[src/rtl/sample_pipe_pkg.sv]
// Shared types and constants for the elastic sample pipeline.
package sample_pipe_pkg;
    typedef enum logic [1:0] {EMPTY = 2'd0, ONE = 2'd1, TWO = 2'd2} stage_state_e;

    localparam int STAT_W = 32;

    function automatic int samp_w(input int data_size, input int data_per_sample);
        return data_size * data_per_sample;
    endfunction
endpackage

[src/rtl/sample_skid_stage.sv]
// One 2-entry skid-buffer stage; ready depends only on the registered state.
module sample_skid_stage
    import sample_pipe_pkg::*;
#(
    parameter int SAMP_W = 16
) (
    input  logic              clk,
    input  logic              rst,
    input  logic              clr,
    input  logic              en,
    input  logic [SAMP_W-1:0] up_sample,
    input  logic              up_valid,
    output logic              up_ready,
    output logic [SAMP_W-1:0] dn_sample,
    output logic              dn_valid,
    input  logic              dn_ready,
    output logic [1:0]        count
);
    stage_state_e      state, state_nxt;
    logic [SAMP_W-1:0] head, skid;
    logic              acc, emit;

    always_ff @(posedge clk) begin
        if (rst || clr) state <= EMPTY;
        else            state <= state_nxt;
    end

    always_comb begin
        state_nxt = state;
        case (state)
            EMPTY: if (acc) state_nxt = ONE;
            ONE: begin
                if (acc && !emit)      state_nxt = TWO;
                else if (!acc && emit) state_nxt = EMPTY;
            end
            TWO:     if (emit) state_nxt = ONE;
            default: state_nxt = EMPTY;
        endcase
    end

    // The state encoding doubles as the entry count.
    always_comb begin
        up_ready  = en && (state != TWO);
        dn_valid  = en && (state != EMPTY);
        dn_sample = head;
        count     = state;
    end

    assign acc  = up_valid && up_ready;
    assign emit = dn_valid && dn_ready;

    always_ff @(posedge clk) begin
        if (rst) begin
            head <= '0;
            skid <= '0;
        end else if (!clr) begin
            case (state)
                EMPTY: if (acc) head <= up_sample;
                ONE: begin
                    if (emit) begin
                        if (acc) head <= up_sample;
                    end else if (acc) begin
                        skid <= up_sample;
                    end
                end
                TWO:     if (emit) head <= skid;
                default: ;
            endcase
        end
    end
endmodule

[src/rtl/sample_elastic_pipeline.sv]
// DEPTH-stage elastic sample pipeline with enable, flush and occupancy.
// Optional counters xfer_count/stall_count when SAMPLE_PIPE_STATS_EN is defined.
module sample_elastic_pipeline
    import sample_pipe_pkg::*;
#(
    parameter int DATA_SIZE       = 4,
    parameter int DATA_PER_SAMPLE = 4,
    parameter int DEPTH           = 5,
    parameter int SAMP_W          = samp_w(DATA_SIZE, DATA_PER_SAMPLE),
    parameter int CNT_W           = $clog2(2 * DEPTH + 1)
) (
    input  logic              clk,
    input  logic              rst,
    input  logic [SAMP_W-1:0] in_sample,
    input  logic              in_valid,
    output logic              in_ready,
    output logic [SAMP_W-1:0] out_sample,
    output logic              out_valid,
    input  logic              out_ready,
    input  logic              enable,
    input  logic              flush,
    output logic [CNT_W-1:0]  occupancy
`ifdef SAMPLE_PIPE_STATS_EN
   ,output logic [STAT_W-1:0] xfer_count,
    output logic [STAT_W-1:0] stall_count
`endif
);
    logic                    run;
    logic [DEPTH:0][SAMP_W-1:0] smp;
    logic [DEPTH:0]          vld, rdy;
    logic [DEPTH-1:0][1:0]   cnt;

    assign run    = enable && !flush;
    assign smp[0] = in_sample;
    assign vld[0] = in_valid;
    assign rdy[DEPTH] = out_ready;

    for (genvar i = 0; i < DEPTH; i++) begin : g_stage
        sample_skid_stage #(.SAMP_W(SAMP_W)) u_stage (
            .clk       (clk),
            .rst       (rst),
            .clr       (flush),
            .en        (run),
            .up_sample (smp[i]),
            .up_valid  (vld[i]),
            .up_ready  (rdy[i]),
            .dn_sample (smp[i+1]),
            .dn_valid  (vld[i+1]),
            .dn_ready  (rdy[i+1]),
            .count     (cnt[i])
        );
    end

    assign in_ready   = rdy[0] && !rst;
    assign out_valid  = vld[DEPTH] && !rst;
    assign out_sample = smp[DEPTH];

    // Stage counts are registers, so this sum moves on the transfer edge.
    always_comb begin
        occupancy = '0;
        for (int i = 0; i < DEPTH; i++) occupancy = occupancy + CNT_W'(cnt[i]);
    end

`ifdef SAMPLE_PIPE_STATS_EN
    always_ff @(posedge clk) begin
        if (rst) begin
            xfer_count  <= '0;
            stall_count <= '0;
        end else if (enable) begin
            if (out_valid && out_ready && (xfer_count != '1))
                xfer_count <= xfer_count + STAT_W'(1);
            if (out_valid && !out_ready && (stall_count != '1))
                stall_count <= stall_count + STAT_W'(1);
        end
    end
`endif
endmodule

[config.mk]
export PLATFORM = sky130hd
export DESIGN_NAME = sample_elastic_pipeline
export DESIGN_NICKNAME = d
export VERILOG_FILES = /design/src/rtl/sample_pipe_pkg.sv /design/src/rtl/sample_skid_stage.sv /design/src/rtl/sample_elastic_pipeline.sv
export SDC_FILE = /design/constraint.sdc
export NUM_CORES = 1
export LEC_CHECK = 0
export CORE_UTILIZATION = 55
export DETAILED_ROUTE_END_ITERATION = 12
export HOLD_SLACK_MARGIN = 0.02
export PLACE_DENSITY = 0.75
export SLEW_MARGIN = 20
export SYNTH_ARGS = -nofsm -noshare
export SYNTH_HDL_FRONTEND = slang
export SYNTH_SLANG_ARGS = --single-unit
[constraint.sdc]
create_clock -name clk -period 6 [get_ports clk]
set_clock_uncertainty 0.05 [all_clocks]
set_input_delay 0.9 -clock clk [delete_from_list [all_inputs] [get_ports clk]]
set_output_delay 0.9 -clock clk [all_outputs]
set_load 0.005 [all_outputs]
After elaboration in Yosys (flattened, before gate mapping)
Cells that the tools add are included.

storage, ports and cells
  input bits = 22
  output and inout port bits = 22
  logic and storage cells = 169
  register bits after elaboration = 170

operators by class
  reduce and logical (&&, ||, !) cells = 68
  mux-type cells = 41
  add/subtract/negate cells = 4
  eq/ne operators = 35
  bitwise logic cells = 6

operators with widths
  cell                                                                    count
  16-bit two-way mux                                                      15
  16-bit case mux with 3 select lines                                     5
  4-bit AND reduction                                                     10
  2-bit two-way mux                                                       16
  2-bit case mux with 3 select lines                                      5
  1-bit logical AND                                                       29
  2-bit by 1-bit != test with 1-bit output (second input constant)        11
  2-bit != test (second input constant)                                   9
  3-bit by 1-bit != test with 1-bit output (second input constant)        5
  3-bit AND reduction                                                     5
  3-bit nonzero test                                                      5
  2-bit by 1-bit equality test with 1-bit output (second input constant)  5
  2-bit equality test (second input constant)                             5
  2-bit zero test                                                         5
  2-bit nonzero test                                                      5
  4-bit by 2-bit adder with 4-bit output                                  2
  1-bit zero test                                                         8
  1-bit NOT                                                               6
  3-bit by 2-bit adder with 4-bit output                                  1
  2-bit by 2-bit adder with 3-bit output                                  1
  1-bit logical OR                                                        1

Logic depth before layout (Yosys ltp)
  depth in word-level cells = 9
  mapped depth = 8

Modules after synthesis
Synthesis repeated with hierarchy kept, for this count alone.

unflattened totals
  cell total of the unflattened synthesis = 872
  area total of the unflattened synthesis = 8658.3 um^2

modules (own cells, without submodules)
  module                   cells an instance  instances  area an instance (um^2)
  sample_skid_stage        169                5          1685.4
  sample_elastic_pipeline  27                 1          231.5

Least setup slack after synthesis
Ideal clock, no wire load.

  kind = register to output
  from = register g_stage[1].u_stage.state[0]
  to = output port occupancy[1]
  data arrival time = 2.313 ns
  data required time = 5.050 ns
  stages on the path, launching flop included = 9
  setup slack = 2.737 ns
  cell sequence = dfxtp_1 > fa_1 > inv_1 > fa_1 > inv_1 > fa_1 > inv_1 > fa_1 > inv_1

between the ends
  cells in the longest elaborated chain, start to end = 4

ends and longest elaborated chain
  item                                                  RTL line                       source
  start: declaration                                    sample_skid_stage.sv:19        stage_state_e state, state_nxt;
  start signal: assignment                              sample_skid_stage.sv:25        else state <= state_nxt;
  2-bit by 2-bit adder with 3-bit output                sample_elastic_pipeline.sv:61  for (int i = 0; i < DEPTH; i++) occupancy = occupancy + CNT_W'(cnt[i]);
  3-bit by 2-bit adder with 4-bit output                sample_elastic_pipeline.sv:61
  4-bit by 2-bit adder with 4-bit output (2 in series)  sample_elastic_pipeline.sv:61
  end: declaration                                      sample_elastic_pipeline.sv:22  output logic [CNT_W-1:0] occupancy

No other way between the ends.

Final worst setup path
  from = register g_stage[0].u_stage.state[0]
  to = output port occupancy[1]

between the ends
  cells in the longest elaborated chain, start to end = 4

ends and longest elaborated chain
  item                                                  RTL line
  start: declaration                                    sample_skid_stage.sv:19
  start signal: assignment                              sample_skid_stage.sv:25
  2-bit by 2-bit adder with 3-bit output                sample_elastic_pipeline.sv:61
  3-bit by 2-bit adder with 4-bit output                sample_elastic_pipeline.sv:61
  4-bit by 2-bit adder with 4-bit output (2 in series)  sample_elastic_pipeline.sv:61

No other way between the ends.

==> out/metrics.yaml <==
synth_seq_cells: 170
area_growth_pct: 13.5
clkSinkCount: 170
clk_pin_slew_ns: 0.06
cts_buffers: 17
core_area_mm2: 0.0132
setup.worst_path.start_class: "flip-flop"
synth.most_common_cell: "dfxtp_1"
grt_max_degree: 114
drv_cap: 0
drtIter0Drc: 380
worst-path-max-fanout: 11
num_vias: 5791
syn_area_per_cell_um2: 8.61
synthesis.nets: 891
grt_pass1_vias: 5679
io_pins: 44
max_freq_mhz: 227
hold_buffers: 0
drv_slew: 0
clkLatencyLatePin_ns: 0.43
setup_viol: 0
hpwl_mm: 9.96
p_leak_nw: 2.99
drc: 0
drive_gt1_share_pct: 5.90
setup_tns_ns: 0
fp.dieH_um: 118
place_congestion: 0.797
io_buffers: 43
critPathKind: "flip-flop to primary output"
cts_setup_buffers: 0
worst-endpoint-required_ns: 5.05
run_status: "finished clean"
nets: 881
tightestPinTransition_ns: 1.06
wl_mm: 14.4
max_slew_margin_pct: 29.2
placedCellCount: 1007
viasPerCell: 5.57
reg2reg_setup_slack_ns: 3.38
ys.flop_type: "dfxtp_1"
synth_top_area_share_pct: 45.9
gr-total-overflow: 0
ant_nets: 0
rsz0062_at_grt: "no"
period_needed_ns: 4.40
yosys-top-cells-area: "dfxtp_1 46%, a21oi_1 9.5%, mux2i_1 8.6%"
yosysSeqAreaShare_pct: 45.9
ctsResizeCount: 0
die_w_um: 118
synth_edf_count: 0
yosysWarnings: 0
antenna_found_initial: 0
hold_viol_final: 0
antenna_cells: 0
yosys-top-cells-count: "170 x dfxtp_1, 147 x nand2_1, 141 x a21oi_1"
syn_inst: 861
synth_cell_type_count: 44
fin_crit_sh_pct: 73.3
grt_pass1_wl_mm: 25.3
die_area_mm2: 0.0139
gr-usage-all-layers_pct: 21.8
synthArstFlopShare_pct: 0
instances_no_fill: 1040
wire_per_inst_um: 13.8
critPathArrivalTime_ns: 3.45
fillCellCount: 1094
dr.pass1.iters: 5
hp-class: "flip-flop to flip-flop"
clockBufferDepth: 2
syn_area_mm2: 0.00741
final_core_util_pct: 63.8
total_power_w: 0.00236
vdd_drop_max_mv: 0.167
whs_ns: 0.399
yosysTopAreaCell: "dfxtp_1"
end_kind: "primary output"
clockRootBuffer: "clkbuf_16"
p_per_area_mw_per_mm2: 280
htree_levels: 4
rows: 42
initial_core_util_pct: 56.2
cts_tree: "yes"
-- flip-flops by register name (all words and copies together) (netlist names) --
name and flops:
g_stage.u_stage.dn_sample 80, g_stage.u_stage.skid 80, g_stage.u_stage.count 10
-- worst max-delay path, stage by stage, from the launching register on --
cell and delay [ns]:
dfxtp_1 0.43, fa_1 0.58, inv_1 0.05, fa_1 0.47, inv_1 0.05, fa_1 0.39
inv_1 0.09, fa_1 0.41, inv_1 0.07, clkdlybuf4s50_1 0.49
-- power by group --
group	internal (W)	switching, W	total [W]
Clock	0.000709	0.000432	0.00114
Sequential	0.00114	0.00000651	0.00114
Combinational	0.0000294	0.0000448	0.0000742
-- placed cells by master (no fill, tap or decap), drive strengths merged, types with 3 or more instances in the layout --
cell type | synthesis | routed
a211oi | 67 | 67
a21oi | 141 | 141
a221oi | 16 | 16
and2 | 4 | 4
buf | 40 | 6
bufinv | 0 | 4
clkbuf | 37 | 22
clkdlybuf4s50 | 0 | 42
clkinv | 0 | 3
dfxtp | 170 | 170
fa | 6 | 6
inv | 29 | 30
mux2i | 64 | 64
nand2 | 147 | 147
nand2b | 6 | 6
nand3b | 3 | 3
nor2 | 27 | 27
nor2b | 10 | 10
nor3 | 3 | 3
o21ai | 44 | 44
o32ai | 3 | 3
or3 | 16 | 16
-- path summary, 6_finish.rpt --
check,startpoint,to,cells past startpoint
setup / recovery,g_stage[0].u_stage.count[0]$_SDFFE_PP0P_,occupancy[1],9
hold / removal,g_stage[1].u_stage.dn_sample[8]$_SDFFE_PP0P_,g_stage[2].u_stage.skid[8]$_SDFFE_PP0P_,2
setup reg to reg,g_stage[1].u_stage.count[0]$_SDFFE_PP0P_,g_stage[0].u_stage.dn_sample[2]$_SDFFE_PP0P_,4
hold reg to reg,g_stage[1].u_stage.dn_sample[8]$_SDFFE_PP0P_,g_stage[2].u_stage.skid[8]$_SDFFE_PP0P_,2
-- routing by layer --
layer  track usage [%]  vias up  share of wire [%]
li1                  -     3001                  -
met1              23.7     2680                 43
met3              3.78       19                2.5
met4              10.3        0                1.6
met2              40.4       91                 53
met5                 0        -                  0
-- logic make-up after synthesis --
logic type                 count (synthesis)  share of synthesized area [%]
adders and majority gates                  8                           1.96
muxes                                     64                           8.64
DFF                                      170                           45.9
xor gates and xnor gates                   3                          0.355
buffers and inverters                    106                           6.21
AOI/OAI and AO/OA                        279                           22.7
and+or+nand+nor                          231                           14.2
-- layout make-up --
cell class | count | area [um2] | share of cell area [%]
multi-input cells | 585 | 3570 | 42.5
flip-flops and latches | 170 | 3400 | 40.5
repair buffers | 48 | 485 | 5.77
clock buffers | 22 | 454 | 5.40
well taps | 176 | 220 | 2.62
clock inverters | 10 | 166 | 1.98
inverters | 29 | 109 | 1.29
-- stage by stage --
stage / area (um2) / setup slack, ns
CTS: 8370 / 1.60
detailed placement: 7750 / 2.03
finish: 8410 / 1.60
floorplan: 7410 / 2.74
global placement: 7750 / 2.08
global route: 8410 / 1.46
Note: power is estimated with default switching activity, not from simulation.
==> edit 1, RTL diff (config.mk and constraints unchanged) <==
Set the parameter `DATA_PER_SAMPLE` to 5 (it was 4).
--- a/src/rtl/sample_elastic_pipeline.sv
+++ b/src/rtl/sample_elastic_pipeline.sv
@@ -4,7 +4,7 @@
     import sample_pipe_pkg::*;
 #(
     parameter int DATA_SIZE       = 4,
-    parameter int DATA_PER_SAMPLE = 4,
+    parameter int DATA_PER_SAMPLE = 5,
     parameter int DEPTH           = 5,
     parameter int SAMP_W          = samp_w(DATA_SIZE, DATA_PER_SAMPLE),
     parameter int CNT_W           = $clog2(2 * DEPTH + 1)
Ports: changed (resized in_sample and out_sample); port bits go from 44 to 52. The function was not compared with the original's and may differ.
==> edit 1 against the unedited design <==
  * Sequential cell count is 40 higher
  * Maximum frequency increased by 0.19%
  * Power grew 26%
  * Worst setup slack better by 8.4 ps
  * Final area up 20%
  * Die area rose by 18%
  * Wire length is 23% higher
  * Area after synthesis increased by 18%
  * Critical path type unchanged
  * Critical endpoint unchanged
  * Highest routed layer unchanged
==> edit 1: results (changes against the unedited design) <==
| Parameter | Reported | Unit | Delta |
|---|---|---|---|
| Result of the run | complete, no violations | - |  |
| Post-Route WL | 17.7 | mm | +23% |
| Signal buf overhead | 6.17 | % | +0.40 points |
| Origin of the worst min-delay path | g_stage[0].u_stage.skid[5]$_SDFFE_PP0P_ | - |  |
| Routed length on met2 | 8.30 | mm | +8.9% |
| R2R Setup Slk | 2800 | ps | -580 ps |
| Largest net degree at the start of global routing | 113 | - | -0.88% |
| Worst-case hold path end point | g_stage[0].u_stage.skid[5]$_SDFFE_PP0P_ | - |  |
| Post-route fraction of the period consumed by the critical path | 73.2 | % | -0.14 points |
| Clock H-tree levels | 1 | - | -3 |
| Fillcell total | 1350 | - | +23% |
| Synth Area in Adders | 1.66 | % | -0.30 points |
| Hold slack final | 403 | ps | +4.36 ps |
| WL/cell | 13.7 | um | -0.91% |
| Multi-input gate count | 754 | - | +29% |
| Register area | 0.00420 | mm2 | +24% |
| Placed standard-cell area | 0.00926 | mm2 | +20% |
| Bufs on Longest Clock Path | 3 | - | +1 |
| Leakage power figure | 3.47 | nW | +16% |
| Seq cells | 210 | - | +24% |
| Total routed wire length on the met1 layer | 8.48 | mm | +38% |
| End of the worst register-to-register path | g_stage[1].u_stage.dn_sample[2]$_SDFFE_PP0P_ | - |  |
| Multi-input combinational area share | 40.9 | % | -1.5 points |
| Compound-gate portion of the synthesized area | 17.4 | % | -5.3 points |
| Routed length on met3 | 662 | um | +84% |
| Peak VDD IR | 0.000203 | V | +21% |
| Critical path arrival | 3440 | ps | about the same |
| Clock Latency Late Sink | 500 | ps | +70 ps |
| Ratio of cells with drive above 1 in the final layout | 5.90 | % | about the same |
| CP max FO | 12 | - | +1 |
| Placed Cells | 1255 | - | +25% |
| Number of nets in the synthesized netlist | 1104 | - | +24% |
| Sequential area share after synthesis | 48.0 | % | +2.1 points |
| Worst setup path start | g_stage[1].u_stage.count[0]$_SDFFE_PP0P_ | - |  |
| Area taken by multi-input logic gates | 0.00412 | mm2 | +15% |
| Clock buffer and inverter area fraction after layout | 7.93 | % | +0.55 points |
| Half-perimeter wire length after detailed placement | 10.6 | mm | +6.6% |
| Detailed router's first-iteration violation count | 440 | - | +16% |
-- edit 1: changes by cell type in the layout (fill, tap and decap cells not counted), sizes merged, moves of 15 or more --
| cell | delta |
|---|---|
| a21oi | -55 |
| dfxtp | +40 |
| mux2i | -23 |
| nand2 | +176 |
| o21ai | -39 |
| nor3 | +19 |
| inv | -15 |
| nor2 | +83 |
| a211oi | -67 |
| a311oi | +100 |
-- edit 1: power by group --
part / switching (mW) / internal, mW / total (mW)
combinational: 0.0515 / 0.0329 / 0.0843
sequential: 0.00923 / 1.40 / 1.41
clock: 0.536 / 0.939 / 1.47
total: 0.596 / 2.38 / 2.97
-- edit 1: metal layers --
| metal | up-vias | GRT usage [%] |
|---|---|---|
| met5 | - | 0 |
| met4 | 0 | 5.40 |
| met3 | 27 | 2.80 |
| met2 | 146 | 38.4 |
| met1 | 3251 | 29.2 |
| li1 | 3675 | - |
==> edit 2, RTL diff (config.mk and constraints unchanged) <==
Without the edit above. The option `SAMPLE_PIPE_STATS_EN` is turned on by a define.
--- a/src/rtl/sample_elastic_pipeline.sv
+++ b/src/rtl/sample_elastic_pipeline.sv
@@ -1,5 +1,7 @@
 // DEPTH-stage elastic sample pipeline with enable, flush and occupancy.
 // Optional counters xfer_count/stall_count when SAMPLE_PIPE_STATS_EN is defined.
+`define SAMPLE_PIPE_STATS_EN
+
 module sample_elastic_pipeline
     import sample_pipe_pkg::*;
 #(
Formal check against the unedited RTL (old outputs only; new: stall_count and xfer_count): no difference found for any inputs over 4 cycles, from zero or initial values and one cycle with rst high; that may be too few to reach the edited logic, so the function may still have changed.
==> edit 2 against the unedited design <==
  * Sequential cell count grew 64
  * Area after synthesis up 42%
  * Power is 38% higher
  * Wire length is 56% higher
  * Die area rose by 41%
  * Combinational power grew 8.5%
  * Utilization up 2.8 points
  * Final area up 48%
  * Via count grew 50%
  * Count of clock-buffer cells in the layout rose by 14
  * First-iteration DRC count grew 40%
  * Worst setup slack lost 150 ps
  * Critical path type unchanged
  * Critical endpoint is now occupancy[2]
  * Largest cell class unchanged
  * Largest power group is now clock
==> edit 2: results (changes against the unedited design) <==
| Parameter | Reported | Unit | Delta |
|---|---|---|---|
| Bufs on Longest Clock Path | 3 | - | +1 |
| Fraction of synthesized area in multiplexers | 10.0 | % | +1.4 points |
| Number of distinct library cells after synthesis | 69 | - | +57% |
| Met1 Usage GRT | 31.0 | % | +7.2 points |
| Grt met2 use | 37.4 | % | -3.0 points |
| Final #Nets | 1290 | - | +46% |
| Post-Route WL | 22.5 | mm | +56% |
| Total routed wire length on the met1 layer | 10.7 | mm | +74% |
| Ratio of cells with drive above 1 in the final layout | 6.75 | % | +0.85 points |
| Commonest cells post-synth | sky130_fd_sc_hd__dfxtp_1 (234), sky130_fd_sc_hd__nor2_1 (171), sky130_fd_sc_hd__nand2_1 (154) | - |  |
| Clock buffers created by TritonCTS | 25 | - | +8 |
| Number of I/O port buffers | 107 | - | +150% |
| Routed length on met3 | 890 | um | +150% |
| Largest net degree at the start of global routing | 119 | - | +4.4% |
| Worst slew margin relative to its limit | 26.5 | % | -2.6 points |
| Delay of the slowest cell on the worst path | 550 | ps | -30 ps |
| GR Layer Usage met3 | 3.11 | % | -0.67 points |
| Synth Area in Adders | 1.62 | % | -0.34 points |
| Result of the run | complete, no violations | - |  |
| Vias in the first global route | 7832 | - | +38% |
| Half-perimeter wire length after detailed placement | 14.4 | mm | +44% |
| Global Route Usage Sum | 22.5 | % | +0.77 points |
| Number of nets in the synthesized netlist | 1231 | - | +38% |
| Cell types with the largest area share after synthesis | sky130_fd_sc_hd__dfxtp_1 (45%), sky130_fd_sc_hd__mux2i_1 (9.3%), sky130_fd_sc_hd__nor2_1 (6.1%) | - |  |
| Cell-internal power | 2.59 | mW | +38% |
| Final Wtd Congestion | 0.817 | - | +2.5% |
| Slowest-stage cell, CP | sky130_fd_sc_hd__dfxtp_1 | - |  |
| Wire length of the first global-routing pass | 37.6 | mm | +49% |
| Xor and xnor area share after synthesis | 1.50 | % | +1.1 points |
| Sequential area share after synthesis | 44.6 | % | -1.3 points |
| Peak VDD IR | 0.000194 | V | +16% |
| Detailed router's first-iteration violation count | 531 | - | +40% |
| Fillcell total | 1621 | - | +48% |
==> edit 2: final timing paths <==
kind                                            startpoint                                  endpoint  slack (ps)  depth (start not counted)
setup / recovery  g_stage[1].u_stage.count[0]$_SDFFE_PP0P_                              occupancy[2]        1450                          7
hold / removal    g_stage[0].u_stage.skid[10]$_SDFFE_PP0P_  g_stage[0].u_stage.skid[10]$_SDFFE_PP0P_         400                          2
setup reg to reg              stall_count[17]$_SDFFE_PP0P_               stall_count[7]$_SDFFE_PP0P_        3130                          5
hold reg to reg   g_stage[0].u_stage.skid[10]$_SDFFE_PP0P_  g_stage[0].u_stage.skid[10]$_SDFFE_PP0P_         400                          2
==> edit 2: layout make-up <==
cell class / count / area share (%)
Clock buffer: 36 / 5.75
Clock inverter: 7 / 1.08
Inverter: 28 / 0.843
Multi-Input combinational cell: 849 / 42.9
Sequential cell: 234 / 37.6
Tap cell: 234 / 2.35
Timing Repair Buffer: 120 / 9.45
==> edit 2: per-stage QoR <==
stage	hold WS, ps	area (um2)	setup WS (ps)	power (mW)	std cells
floorplan	387	10500	2770	1.65	1199
global placement	392	11600	2000	1.68	1464
finish	404	12500	1450	3.25	1508
global route	417	12500	1310	3.34	1508
detailed placement	398	11600	1970	1.68	1464
CTS	406	12400	1420	3.28	1507
==> edit 2: power groups by stage <==
| stage | Combinational (mW) | Sequential (mW) | Clock [mW] |
|---|---|---|---|
| after floorplan | 0.0529 | 1.60 | 0 |
| after global placement | 0.0791 | 1.60 | 0 |
| after detailed placement | 0.0800 | 1.60 | 0 |
| after CTS | 0.0805 | 1.57 | 1.63 |
| after global routing | 0.0905 | 1.57 | 1.68 |
| final | 0.0805 | 1.57 | 1.59 |
